### src/rtl/ifu_fetch.sv
// ifu_fetch: single-outstanding instruction fetch unit with redirect, halt and fault handling
module ifu_fetch #(
  parameter int XLEN = 64,
  parameter logic [XLEN-1:0] RESET_PC = XLEN'(64'h8000_0000),
  parameter int INST_WIDTH = 32
) (
  input  logic                  clk,
  input  logic                  rst,
  output logic                  imem_req_valid,
  input  logic                  imem_req_ready,
  output logic [XLEN-1:0]       imem_req_addr,
  input  logic                  imem_resp_valid,
  input  logic [INST_WIDTH-1:0] imem_resp_data,
  input  logic                  imem_resp_err,
  output logic                  inst_valid,
  input  logic                  inst_ready,
  output logic [INST_WIDTH-1:0] inst,
  output logic [XLEN-1:0]       inst_pc,
  input  logic                  redirect_valid,
  input  logic [XLEN-1:0]       redirect_pc,
  input  logic                  halt,
  output logic                  fetch_fault,
  output logic [XLEN-1:0]       current_pc,
  output logic [63:0]           fetch_count
);
  localparam logic [1:0] ST_REQ  = 2'd0;
  localparam logic [1:0] ST_WAIT = 2'd1;
  localparam logic [1:0] ST_HOLD = 2'd2;
  localparam logic [1:0] ST_HALT = 2'd3;
  logic [1:0]            state;
  logic [XLEN-1:0]       pc;
  logic [XLEN-1:0]       instPcReg;
  logic [INST_WIDTH-1:0] instReg;
  logic                  drop;
  logic                  haltPend;
  logic                  fault;
  logic [63:0]           count;
  logic                  misaligned;
  assign misaligned     = redirect_valid && (redirect_pc[1:0] != 2'b00);
  // A request is withheld whenever a redirect or halt would change where fetch goes next
  assign imem_req_valid = (state == ST_REQ) && !redirect_valid && !halt && !rst;
  assign inst_valid     = (state == ST_HOLD) && !rst;
  assign imem_req_addr  = pc;
  assign current_pc     = pc;
  assign inst           = instReg;
  assign inst_pc        = instPcReg;
  assign fetch_fault    = fault;
  assign fetch_count    = count;
  // Fetch sequencing; halt outranks redirect, and a misaligned redirect target faults
  always_ff @(posedge clk) begin
    if (rst) begin
      state     <= ST_REQ;
      pc        <= RESET_PC;
      instReg   <= '0;
      instPcReg <= '0;
      drop      <= 1'b0;
      haltPend  <= 1'b0;
      fault     <= 1'b0;
      count     <= '0;
    end else begin
      case (state)
        ST_REQ: begin
          if (halt) state <= ST_HALT;
          else if (redirect_valid) begin
            pc <= redirect_pc;
            if (misaligned) begin
              fault <= 1'b1;
              state <= ST_HALT;
            end
          end else if (imem_req_ready) state <= ST_WAIT;
        end
        ST_WAIT: begin
          if (halt || haltPend) begin
            haltPend <= 1'b1;
            if (imem_resp_valid) state <= ST_HALT;
          end else if (redirect_valid) begin
            pc <= redirect_pc;
            if (misaligned) begin
              fault <= 1'b1;
              state <= ST_HALT;
            end else if (imem_resp_valid) begin
              drop  <= 1'b0;
              state <= ST_REQ;
            end else drop <= 1'b1;
          end else if (imem_resp_valid) begin
            drop <= 1'b0;
            if (drop) state <= ST_REQ;
            else if (imem_resp_err) begin
              fault <= 1'b1;
              state <= ST_HALT;
            end else begin
              instReg   <= imem_resp_data;
              instPcReg <= pc;
              state     <= ST_HOLD;
            end
          end
        end
        ST_HOLD: begin
          if (inst_ready) count <= count + 64'd1;
          if (halt) begin
            if (inst_ready) pc <= pc + XLEN'(4);
            state <= ST_HALT;
          end else if (redirect_valid) begin
            pc    <= redirect_pc;
            fault <= misaligned;
            state <= misaligned ? ST_HALT : ST_REQ;
          end else if (inst_ready) begin
            pc    <= pc + XLEN'(4);
            state <= ST_REQ;
          end
        end
        default: ;
      endcase
    end
  end
endmodule
### config.mk
export PLATFORM = sky130hd
export DESIGN_NAME = ifu_fetch
export DESIGN_NICKNAME = d
export VERILOG_FILES = /design/src/rtl/ifu_fetch.sv
export SDC_FILE = /design/constraint.sdc
export NUM_CORES = 1
export LEC_CHECK = 0
export CORE_MARGIN = 5
export CORE_UTILIZATION = 50
export CTS_BUF_LIST = sky130_fd_sc_hd__clkbuf_4 sky130_fd_sc_hd__clkbuf_8
export CTS_CLUSTER_DIAMETER = 200
export DETAILED_ROUTE_END_ITERATION = 10
export PLACE_DENSITY = 0.95
export SLEW_MARGIN = 30
export SYNTH_ARGS = -nofsm -noshare
export SYNTH_HDL_FRONTEND = slang
export SYNTH_SLANG_ARGS = --single-unit
### constraint.sdc
create_clock -name clk -period 4.48 [get_ports clk]
set_clock_uncertainty 0.15 [all_clocks]
set_input_delay 0.672 -clock clk [delete_from_list [all_inputs] [get_ports clk]]
set_output_delay 0.672 -clock clk [all_outputs]
set_load 0.1 [all_outputs]
# ---- Yosys cells after proc, flatten, opt, wreduce, memory -nomap -nowiden
# Index checks and enable logic that the tools add are counted.
dict set report totals {
  ff_bits 229
  inputBits 104
  elab_cells 89
}
dict set report op_classes {
  addsub 2
  n_eq_ne 16
  muxes 39
  n_bitwise 4
  reduce_logical 20
}
# op count
set op_table {}
lappend op_table {{$mux 64} 6}
lappend op_table {{$pmux 64 s3} 1}
lappend op_table {{$add 64x1->64 const B} 1}
lappend op_table {{$add 64x3->64 const B} 1}
lappend op_table {{$mux 2} 15}
lappend op_table {{$mux 1} 15}
lappend op_table {{$ne 3x3->1 const B} 5}
lappend op_table {{$ne 2x2->1 const B} 6}
lappend op_table {{$ne 4x4->1 const B} 3}
lappend op_table {{$reduce_and 9->1} 1}
lappend op_table {{$reduce_and 7->1} 1}
lappend op_table {{$pmux 2 s3} 1}
lappend op_table {{$reduce_and 6->1} 1}
lappend op_table {{$logic_and 1x1->1} 5}
lappend op_table {{$not 1->1} 4}
lappend op_table {{$reduce_and 2->1} 2}
lappend op_table {{$reduce_and 4->1} 1}
lappend op_table {{$reduce_bool 2->1} 2}
lappend op_table {{$logic_not 1->1} 3}
lappend op_table {{$pmux 1 s3} 1}
lappend op_table {{$reduce_and 3->1} 1}
lappend op_table {{$reduce_bool 3->1} 1}
lappend op_table {{$eq 2x1->1 const B} 1}
lappend op_table {{$eq 2x2->1 const B} 1}
lappend op_table {{other kinds (2)} 2}

# ---- Logic depth before layout (Yosys ltp)
# Gate-level depths: netlist of the first run.
dict set report depth {
  depth_word 6
  mapped_depth 11
  mapped_depth_nobuf 8
}

# ---- Least setup slack after synthesis of the first run
# Ideal clock, no wire load.
dict set report synth_path {
  kind {input-to-output}
  startpoint {input rst}
  endpoint {output imem_req_valid}
  arrival_ps 4159
  slack_ps -501
  stages 3
  n_path_buf 2
  cell_sequence {clkbuf_1 clkbuf_1 nor4b_1}
}
dict set report synth_via {
  elab_chain_len 2
}
# item line_no
set synth_lines {}
lappend synth_lines {{start, declared} 8} ;# input logic rst,
lappend synth_lines {{$logic_not 1->1} 41} ;# assign imem_req_valid = (state == ST_REQ) && !redirect_valid && !halt && !rst;
lappend synth_lines {{$logic_and 1x1->1} 41}
lappend synth_lines {{end, declared} 9} ;# output logic imem_req_valid,
# No other way between the ends.

# ---- Worst setup path after layout of the first run
dict set report layout_path {
  startpoint {register pc[56] (netlist: current_pc[56])}
  endpoint {output current_pc[56]}
}
# item line_no
set layout_rtl {}
lappend layout_rtl {{start, declared} 31} ;# logic [XLEN-1:0] pc;
lappend layout_rtl {{start signal, assigned} 65} ;# pc <= redirect_pc;
lappend layout_rtl {{start signal, assigned} 77} ;# pc <= redirect_pc;
lappend layout_rtl {{start signal, assigned} 101} ;# if (inst_ready) pc <= pc + XLEN'(4);
lappend layout_rtl {{end, declared} 23} ;# output logic [XLEN-1:0] current_pc,
# No word-level cell between the ends.

==> results of run 1 <==
-- sequential cells by signal, indices dropped and copies added, names as in the netlist --
register / flops
current_pc: 64
fetch_count: 64
inst_pc: 64
inst: 32
state: 2
drop: 1
fetch_fault: 1
haltPend: 1
-- per-stage QoR --
| step | hold slack (ns) | power (mW) | utilization, % | setup WS [ns] | cell area [um^2] |
|---|---|---|---|---|---|
| 2_1_floorplan | 0.315 | 6.03 | - | 0.829 | 11500 |
| 3_3_place_gp | 0.291 | 6.88 | 66.5 | 0.893 | 15100 |
| 3_5_place_dp | 0.296 | 6.94 | 66.4 | 0.850 | 15000 |
| 4_1_cts | 0.303 | 8.95 | 70.1 | 1.26 | 15900 |
| 5_1_grt | 0.325 | 9.27 | 70.2 | 1.18 | 15900 |
| 6_report | 0.303 | 8.96 | 70.2 | 1.27 | 15900 |
-- power groups by stage --
| stage | clock (mW) | sequential (mW) | combinational [mW] |
|---|---|---|---|
| floorplan | 0 | 3.72 | 2.31 |
| global placement | 0 | 2.67 | 4.21 |
| detailed placement | 0 | 2.68 | 4.27 |
| CTS | 2.04 | 2.64 | 4.28 |
| global route | 2.13 | 2.69 | 4.45 |
| finish | 2.01 | 2.65 | 4.30 |
-- kinds of logic after synthesis --
kind of cell	share of synthesized area [%]
AOI/OAI and AO/OA	16.3
buffers and inverters	8.32
and+or+nand+nor	29.1
adders and majority gates	0.655
DFF	40.0
xor gates and xnor gates	4.13
muxes	1.41
-- final cells by class --
type                       count  area, um^2
tap                          285         357
inverter                      19        71.3
sequential                   229        4580
multi-input combinational   1102        5950
antenna                       11        27.5
clock buffer                  62         803
fill                        1718        6760
timing repair buffer         413        4050
clock inverter                 7        41.3
-- cells in the mapped netlist, drive strengths merged (9+ instances only) --
cell / number
dfxtp: 229
nand4: 51
o21ai: 51
a211oi: 14
nand2: 303
and4: 16
and3: 32
a21oi: 164
xnor2: 14
nand3: 65
nor2: 132
xor2: 40
or4: 11
inv: 19
a21o: 9
nor3: 26
mux2: 9
o31ai: 9
or3: 16
buf: 76
a31oi: 18
nor4: 18
clkbuf: 92
a22oi: 14
-- per-layer routing --
metal | track usage, % | up-vias | part of all wire [%]
li1 | - | 5819 | -
met1 | 35.7 | 5880 | 38
met2 | 49.2 | 783 | 47
met3 | 7.58 | 195 | 9.2
met4 | 19.3 | 6 | 6.4
met5 | 0 | - | 0.11
-- worst paths after layout --
check / endpoint / slack (ns) / depth (start not counted)
setup / recovery: current_pc[56] / 1.27 / 1
hold / removal: inst_pc[61] / 0.30 / 2
setup reg to reg: current_pc[46] / 1.29 / 7
hold reg to reg: inst_pc[61] / 0.30 / 2
-- tightest hold or removal path, stage by stage, from the launching register on --
cell and delay [ns]:
dfxtp_1 0.31, nand2_1 0.05, a21oi_1 0.05
==> results.md, run 1 <==
* Non-Filler Instances at 2128
* CP startpoint kind: flip-flop
* Yosys cell types at 62
* EDFF count, synth at 0
* Power share of the clock group at 22.5%
* Post-synth top area share at 40.0%
* Worst VDD drop at 0.452 mV
* Tightest Pin Transition at 1.04 ns
* TritonRoute pass-1 iters at 5
* Period minus WS final at 3.21 ns
* Crit-path max cell delay at 1.23 ns
* Maximum number of pins on one net before global-route repair at 131
* R2r startpoint: current_pc[2]
* Clk slew on worst S/H paths at 0.06 ns
* Mapped Area at 0.0115 mm^2
* Worst Path Arrival at 2.39 ns
* Routed wire per std cell at 19.6 um
* DRC at 0
* Drt via density at 5.96
* Total Routing Usage GR at 30.3%
* Slowest-stage cell, CP: clkdlybuf4s50_1
* Max Root-Sink Buffers at 3
* P per Cell Area at 564 mW/mm^2
* Remaining global-route overflow at 0
* Iteration-0 DRC Markers at 1297
* Vias at 12700
* Dpl hpwl at 29500 um
* Ys flop type: dfxtp_1
* Synthesized area per cell at 7.55 um^2
* Lkg Pwr at 5.42 nW
* Max cap viols at 0
* Final slew viol count at 0
* CP bufs+invs at 1
* Status: complete, no violations
* Crit. Startpoint: current_pc[56]
* Final TNS setup at 0 ns
* Power share of the sequential group at 29.6%
* Logic pwr share at 48.0%
* Seq cells post-synth at 229
* Post-CTS Setup Bufs at 0
* Critical path, cell by cell: clkdlybuf4s50_1
* Clock root cell: clkbuf_8
* Clock latency on the worst-skew pair at 0.54 ns
* Max-slew headroom at 30.2%
* Unrepaired setup endpoints after global routing: false
* Critical-path maximum fanout at 9
* NetSw at 4.61 mW
* Nets at 1915
* Sw Share at 51.4%
* Global placement routability congestion at 0.921
* CTS tree: done
* Starting density of the core at 50.6%
* Top Ports at 395
* Die area at 0.0261 mm^2
* Placed Instances at 2048
* # rows at 55
* Share of layout cells above drive strength 1 at 6.93%
* Initial antenna violation count at 13
* Hold-fix buffers at CTS at 0
* Post-CTS sizing at 0
* Most frequent cells in the layout: clkdlybuf4s50_1 (381), nand2_1 (302), dfxtp_1 (229), a21oi_1 (164), nor2_1 (132)
* Min-delay src: inst_pc[61]
* Largest cells by area after synthesis: dfxtp_1 (40%), nand2_1 (9.9%), a21oi_1 (7.2%)
* Sink Count at 229
* First-pass GRT wire length at 65000 um
* Port buffer count at 394
* Core box area at 0.0226 mm^2
* Fmax at 0.311 GHz
* # setup viols final at 0
* Layout area overhead at 38.6%
* Asr flop ratio synth at 0%
* Post-route ant nets at 0
* Syn_nets at 1628
* Final Hold Vio Count at 0
* H-tree depth at 2
* Pint at 4.35 mW
* Synth Instances at 1518
* CTS buffer count at 40
* Final wirelength at 41800 um
* Yosys warns at 0
* Die width at 161 um
* Sequential area share after synthesis at 40.0%
* Commonest non-fill, non-tap cell in the layout: clkdlybuf4s50_1
* Synth area leader: dfxtp_1
* Fin crit share at 71.7%
* Critical path class: reg -> out
* Cell family with most CP delay: buffers and inverters
* Hold Path Class: reg -> reg
* Worst Setup End Kind: primary output
* Vias in the first global route at 12200
* Die H at 161 um
* CP required at 3.66 ns
No activity file was read; power rests on OpenSTA's default activity.
==> run 2: changes to the inputs <==
--- a/config.mk
+++ b/config.mk
@@ -6,11 +6,11 @@
 export NUM_CORES = 1
 export LEC_CHECK = 0
 export CORE_MARGIN = 5
-export CORE_UTILIZATION = 50
+export CORE_UTILIZATION = 43
 export CTS_BUF_LIST = sky130_fd_sc_hd__clkbuf_4 sky130_fd_sc_hd__clkbuf_8
 export CTS_CLUSTER_DIAMETER = 200
 export DETAILED_ROUTE_END_ITERATION = 10
-export PLACE_DENSITY = 0.95
+export PLACE_DENSITY = 0.91
 export SLEW_MARGIN = 30
 export SYNTH_ARGS = -nofsm -noshare
 export SYNTH_HDL_FRONTEND = slang
==> constraint.sdc (replaced) <==
create_clock -name clk -period 2.86 [get_ports clk]
set_clock_uncertainty 0.15 [all_clocks]
set_input_delay 0.429 -clock clk [delete_from_list [all_inputs] [get_ports clk]]
set_output_delay 0.429 -clock clk [all_outputs]
set_load 0.1 [all_outputs]
==> run 2 against run 1 <==
Compared with the run above:
- critical path depth up 5
- die area grew 15%
- first-iteration DRC count is 0.23% higher
- final cell count grew 5.8%
- wire length is 1.6% higher
- critical path type is now reg -> reg
- largest power group unchanged
==> results.md, run 2 (synthesis gave the netlist of run 1 again) <==
* Lkg Pwr at 6.38 nW
* Max Root-Sink Buffers at 3
* Tightest Pin Transition at 0.774 ns
* Sink Count at 229
* Share of layout cells above drive strength 1 at 27.8%
* Unrepaired setup endpoints after global routing: false
* GRT met3 Usage at 5.76%
* Vias at 13000
* Total Routing Usage GR at 26.4%
* CTS buffer count at 40
* DRC at 0
* CP startpoint kind: flip-flop
* Worst Path Arrival at 3.07 ns
* Max cap viols at 0
* Status: complete, no violations
* Non-Filler Instances at 2252
* Top Ports at 395
* Remaining global-route overflow at 0
* Die area at 0.0300 mm^2
* Die width at 173 um
* Critical-path maximum fanout at 8
* Hold Path Class: in -> reg
* Final Hold Vio Count at 0
* Layout area overhead at 40.2%
* Cell family with most CP delay: simple AND/OR/NAND/NOR gates
* Initial antenna violation count at 14
* Post-CTS Setup Bufs at 0
* Clk slew on worst S/H paths at 0.06 ns
* Global placement routability congestion at 0.898
* # setup viols final at 0
* Final slew viol count at 0
* Worst Setup End Kind: flip-flop
* Starting density of the core at 43.9%
* Final wirelength at 42500 um
* Met1 Use GR at 31.8%
* Hold-fix buffers at CTS at 0
* Commonest non-fill, non-tap cell in the layout: buf_4
* Cell mode on critical path: or4_1
* Clock root cell: clkbuf_8
* Port buffer count at 394
* Die H at 173 um
* CTS tree: done
* Critical path class: reg -> reg
* Nets at 1986
* CP required at 3.18 ns
* Dpl hpwl at 31000 um
* Post-CTS sizing at 0
* Worst VDD drop at 0.678 mV
* # fillers at 2151
* Most frequent cells in the layout: buf_4 (372), nand2_1 (302), dfxtp_1 (182), a21oi_1 (164), nor2_1 (132)
* First-pass GRT wire length at 66400 um
* Post-route ant nets at 0
* Routed wire per std cell at 18.9 um
* Period minus WS final at 2.76 ns
* Critical path, cell by cell: nand2_1 -> or4_1 -> or4_1 -> or4_1 -> mux2_2 -> nor2_1
* Fin crit share at 96.4%
* CP bufs+invs at 0
* Maximum number of pins on one net before global-route repair at 77
* Max-slew headroom at 47.9%
* Core box area at 0.0261 mm^2
* Drt via density at 5.75
* TritonRoute pass-1 iters at 7
* H-tree depth at 2
* Vias in the first global route at 12300
* Placed Instances at 2169
* Min Hold Slack at 0.181 ns
* Slowest-stage cell, CP: or4_1
* Grt met2 use at 44.2%
* Clock latency on the worst-skew pair at 0.54 ns
* Crit-path max cell delay at 0.58 ns
* Iteration-0 DRC Markers at 1300
* Fmax at 0.363 GHz
* P per Cell Area at 895 mW/mm^2
* Global-route layer with the greatest usage: met2
* # rows at 59
[run 2: changes by cell type in the layout (fill, tap and decap cells not counted), moves of 10 or more]
| cell | before | now |
|---|---|---|
| dfxtp_2 | 0 | 31 |
| dfxtp_1 | 229 | 182 |
| buf_2 | 10 | 0 |
| clkdlybuf4s50_1 | 381 | 102 |
| buf_4 | 20 | 372 |
| dfxtp_4 | 0 | 16 |
[run 2: area by class of cell]
class / count / area (um^2) / area share [%]
inverters: 19 / 71.3 / 0.444
clock inverters: 6 / 35.0 / 0.218
clock buffers: 65 / 838 / 5.22
well taps: 335 / 419 / 2.61
diodes: 12 / 30.0 / 0.187
repair buffers: 484 / 4010 / 24.9
flip-flops and latches: 229 / 4680 / 29.2
multi-input cells: 1102 / 5980 / 37.2
[run 2: metrics by stage]
step                      setup slack [ns]  instance area (um^2)  TNS, ns  power, mW  util (%)
final                                0.104                 16100        0       14.4      61.5
after global routing                0.0126                 16100        0       14.9      61.5
after CTS                           0.0405                 16000        0       14.4      61.3
after detailed placement            -0.419                 15200    -1.83       11.1      58.0
after global placement              -0.400                 15200    -1.35       11.0      58.0
after floorplan                     -0.129                 11600   -0.271       9.52         -
[run 2: routing by layer]
metal / vias up / part of all wire [%] / wire [um]
met2: 700 / 48 / 20200
li1: 5976 / - / -
met4: 4 / 5.3 / 2240
met3: 156 / 8.5 / 3610
met5: - / 0.064 / 27
met1: 6116 / 39 / 16400
[run 2: report_power, final]
part	switching [mW]	total (mW)	leakage, nW	internal (mW)
registers	0.424	3.96	1.88	3.54
clock network	1.39	3.24	0.460	1.85
logic	5.51	7.17	4.04	1.66
[run 2: path summary, 6_finish.rpt]
path	from	endpoint	slack (ns)	depth (start not counted)
worst min-delay path	rst	fetch_count[52]	0.18	2
worst max register to register	current_pc[24]	current_pc[63]	0.10	6
worst max-delay path	current_pc[24]	current_pc[63]	0.10	6
worst min register to register	inst_pc[29]	inst_pc[29]	0.30	2
==> run 3: changes to the inputs <==
--- a/config.mk
+++ b/config.mk
@@ -6,11 +6,11 @@
 export NUM_CORES = 1
 export LEC_CHECK = 0
 export CORE_MARGIN = 5
-export CORE_UTILIZATION = 43
+export CORE_UTILIZATION = 30
 export CTS_BUF_LIST = sky130_fd_sc_hd__clkbuf_4 sky130_fd_sc_hd__clkbuf_8
 export CTS_CLUSTER_DIAMETER = 200
 export DETAILED_ROUTE_END_ITERATION = 10
-export PLACE_DENSITY = 0.91
+export PLACE_DENSITY = 0.7
 export SLEW_MARGIN = 30
 export SYNTH_ARGS = -nofsm -noshare
 export SYNTH_HDL_FRONTEND = slang
==> run 3 against run 2 <==
Compared with the run above:
- clock power increased by 4%
- clock-buffer cell count increased by 2
- register-to-register slack improved by 0.02 ns
- setup slack improved by 0.020 ns
- worst hold slack got worse by 0.019 ns
- final area increased by 2.5%
- sequential power decreased by 1%
- critical path depth unchanged
- total power increased by 1.5%
- first-iteration DRC count decreased by 28%
- maximum frequency increased by 0.73%
- largest cell class unchanged
- largest power group unchanged
- highest routed layer unchanged
==> results.md, run 3 (synthesis gave the netlist of run 1 again) <==
* Routed wire per std cell at 18.3 um
* Worst Setup End Kind: flip-flop
* Final slew viol count at 0
* Global placement routability congestion at 0.881
* Final wirelength at 44700 um
* Min Hold Slack at 0.162 ns
* Hold Path Class: in -> reg
* Share of layout cells above drive strength 1 at 28.6%
* Core box area at 0.0377 mm^2
* TritonRoute pass-1 iters at 6
* CTS buffer count at 43
* Post-CTS Setup Bufs at 0
* Starting density of the core at 30.4%
* DRC at 0
* CP required at 3.24 ns
* Die width at 205 um
* R2r startpoint: current_pc[27]
* Fmax at 0.366 GHz
* Sink Count at 229
* Commonest non-fill, non-tap cell in the layout: buf_4
* Crit. Startpoint: current_pc[27]
* Lkg Pwr at 6.50 nW
* # setup viols final at 0
* Maximum number of pins on one net before global-route repair at 77
* Clk slew on worst S/H paths at 0.06 ns
* Total Routing Usage GR at 20.1%
* Most frequent cells in the layout: buf_4 (389), nand2_1 (302), dfxtp_1 (182), a21oi_1 (164), nor2_1 (132)
* Max cap viols at 0
* Placed Instances at 2365
* First-pass GRT wire length at 67700 um
* Worst VDD drop at 0.613 mV
* Vias at 12600
* Iteration-0 DRC Markers at 937
* Min-delay src: rst
* Post-CTS sizing at 0
* P per Cell Area at 885 mW/mm^2
* Final Hold Vio Count at 0
* H-tree depth at 2
* Max Root-Sink Buffers at 3
* Clock latency on the worst-skew pair at 0.60 ns
* Remaining global-route overflow at 0
* Die H at 205 um
* Top Ports at 395
* Drt via density at 5.14
* Post-route ant nets at 0
* Final TNS setup at 0 ns
* Port buffer count at 394
* CP startpoint kind: flip-flop
* Die area at 0.0422 mm^2
* # fillers at 3789
* Worst flop-to-flop path endpoint: current_pc[63]
* Vias in the first global route at 11800
* Layout area overhead at 43.7%
* Clock root cell: clkbuf_8
* Tightest Pin Transition at 0.787 ns
* Hold Crit Depth at 2
* Dpl hpwl at 33100 um
* Nets at 2009
* R2r setup slk at 0.12 ns
* Fin crit share at 95.7%
* # rows at 71
* Reg2Reg Depth at 6
* Non-Filler Instances at 2443
* Unrepaired setup endpoints after global routing: false
* Status: complete, no violations
* Critical-path maximum fanout at 8
* Hold-fix buffers at CTS at 0
* Critical path class: reg -> reg
* CTS tree: done
* Initial antenna violation count at 10
* Worst Path Arrival at 3.12 ns
* Worst Hold Path EP: fetch_count[43]
* Period minus WS final at 2.74 ns
* Max-slew headroom at 47.0%
[run 3: power by group]
group / switching [mW] / internal (mW)
Sequential: 0.378 / 3.54
Clock: 1.44 / 1.93
Combinational: 5.57 / 1.73
[run 3: per-layer routing]
metal	track usage [%]	wire, um	up-vias	share of wire (%)
met5	0	61	-	0.14
met4	7.22	1310	8	2.9
met3	5.25	3650	94	8.2
met2	33.7	21300	491	48
met1	25.0	18400	5949	41
li1	-	-	6026	-
[run 3: worst max path at each step]
stage                                 to  slack, ns  cells after the start
after floorplan           current_pc[46]      -0.13                      8
after global placement    current_pc[50]      -0.39                      7
after detailed placement  current_pc[50]      -0.42                      7
after CTS                 current_pc[50]       0.07                      7
after global routing      current_pc[50]       0.05                      7
final                     current_pc[63]       0.12                      6
[run 3: critical path: stages, from the launching register on]
cell and delay, ns:
dfxtp_2 0.44, nand2_1 0.09, or4_1 0.59, or4_1 0.60, or4_1 0.44, mux2_2 0.28, nor2_1 0.07
[run 3: metrics by stage]
stage | setup WS (ns) | utilization (%) | cell area [um^2] | total power, mW
final | 0.124 | 43.7 | 16500 | 14.6
after global routing | 0.0500 | 43.7 | 16500 | 15.2
after CTS | 0.0710 | 43.7 | 16500 | 14.7
after detailed placement | -0.417 | 41.3 | 15600 | 11.3
after global placement | -0.393 | 41.3 | 15600 | 11.2
after floorplan | -0.129 | - | 11600 | 9.52
[run 3: area by class of cell]
class | instances | area, um^2 | area share (%)
antenna | 6 | 15.0 | 0.0912
clock buffer | 67 | 835 | 5.07
clock inverter | 5 | 52.6 | 0.319
inverter | 19 | 71.3 | 0.433
multi-input combinational | 1102 | 5980 | 36.3
sequential | 229 | 4680 | 28.4
tap | 511 | 639 | 3.88
timing repair buffer | 504 | 4200 | 25.5
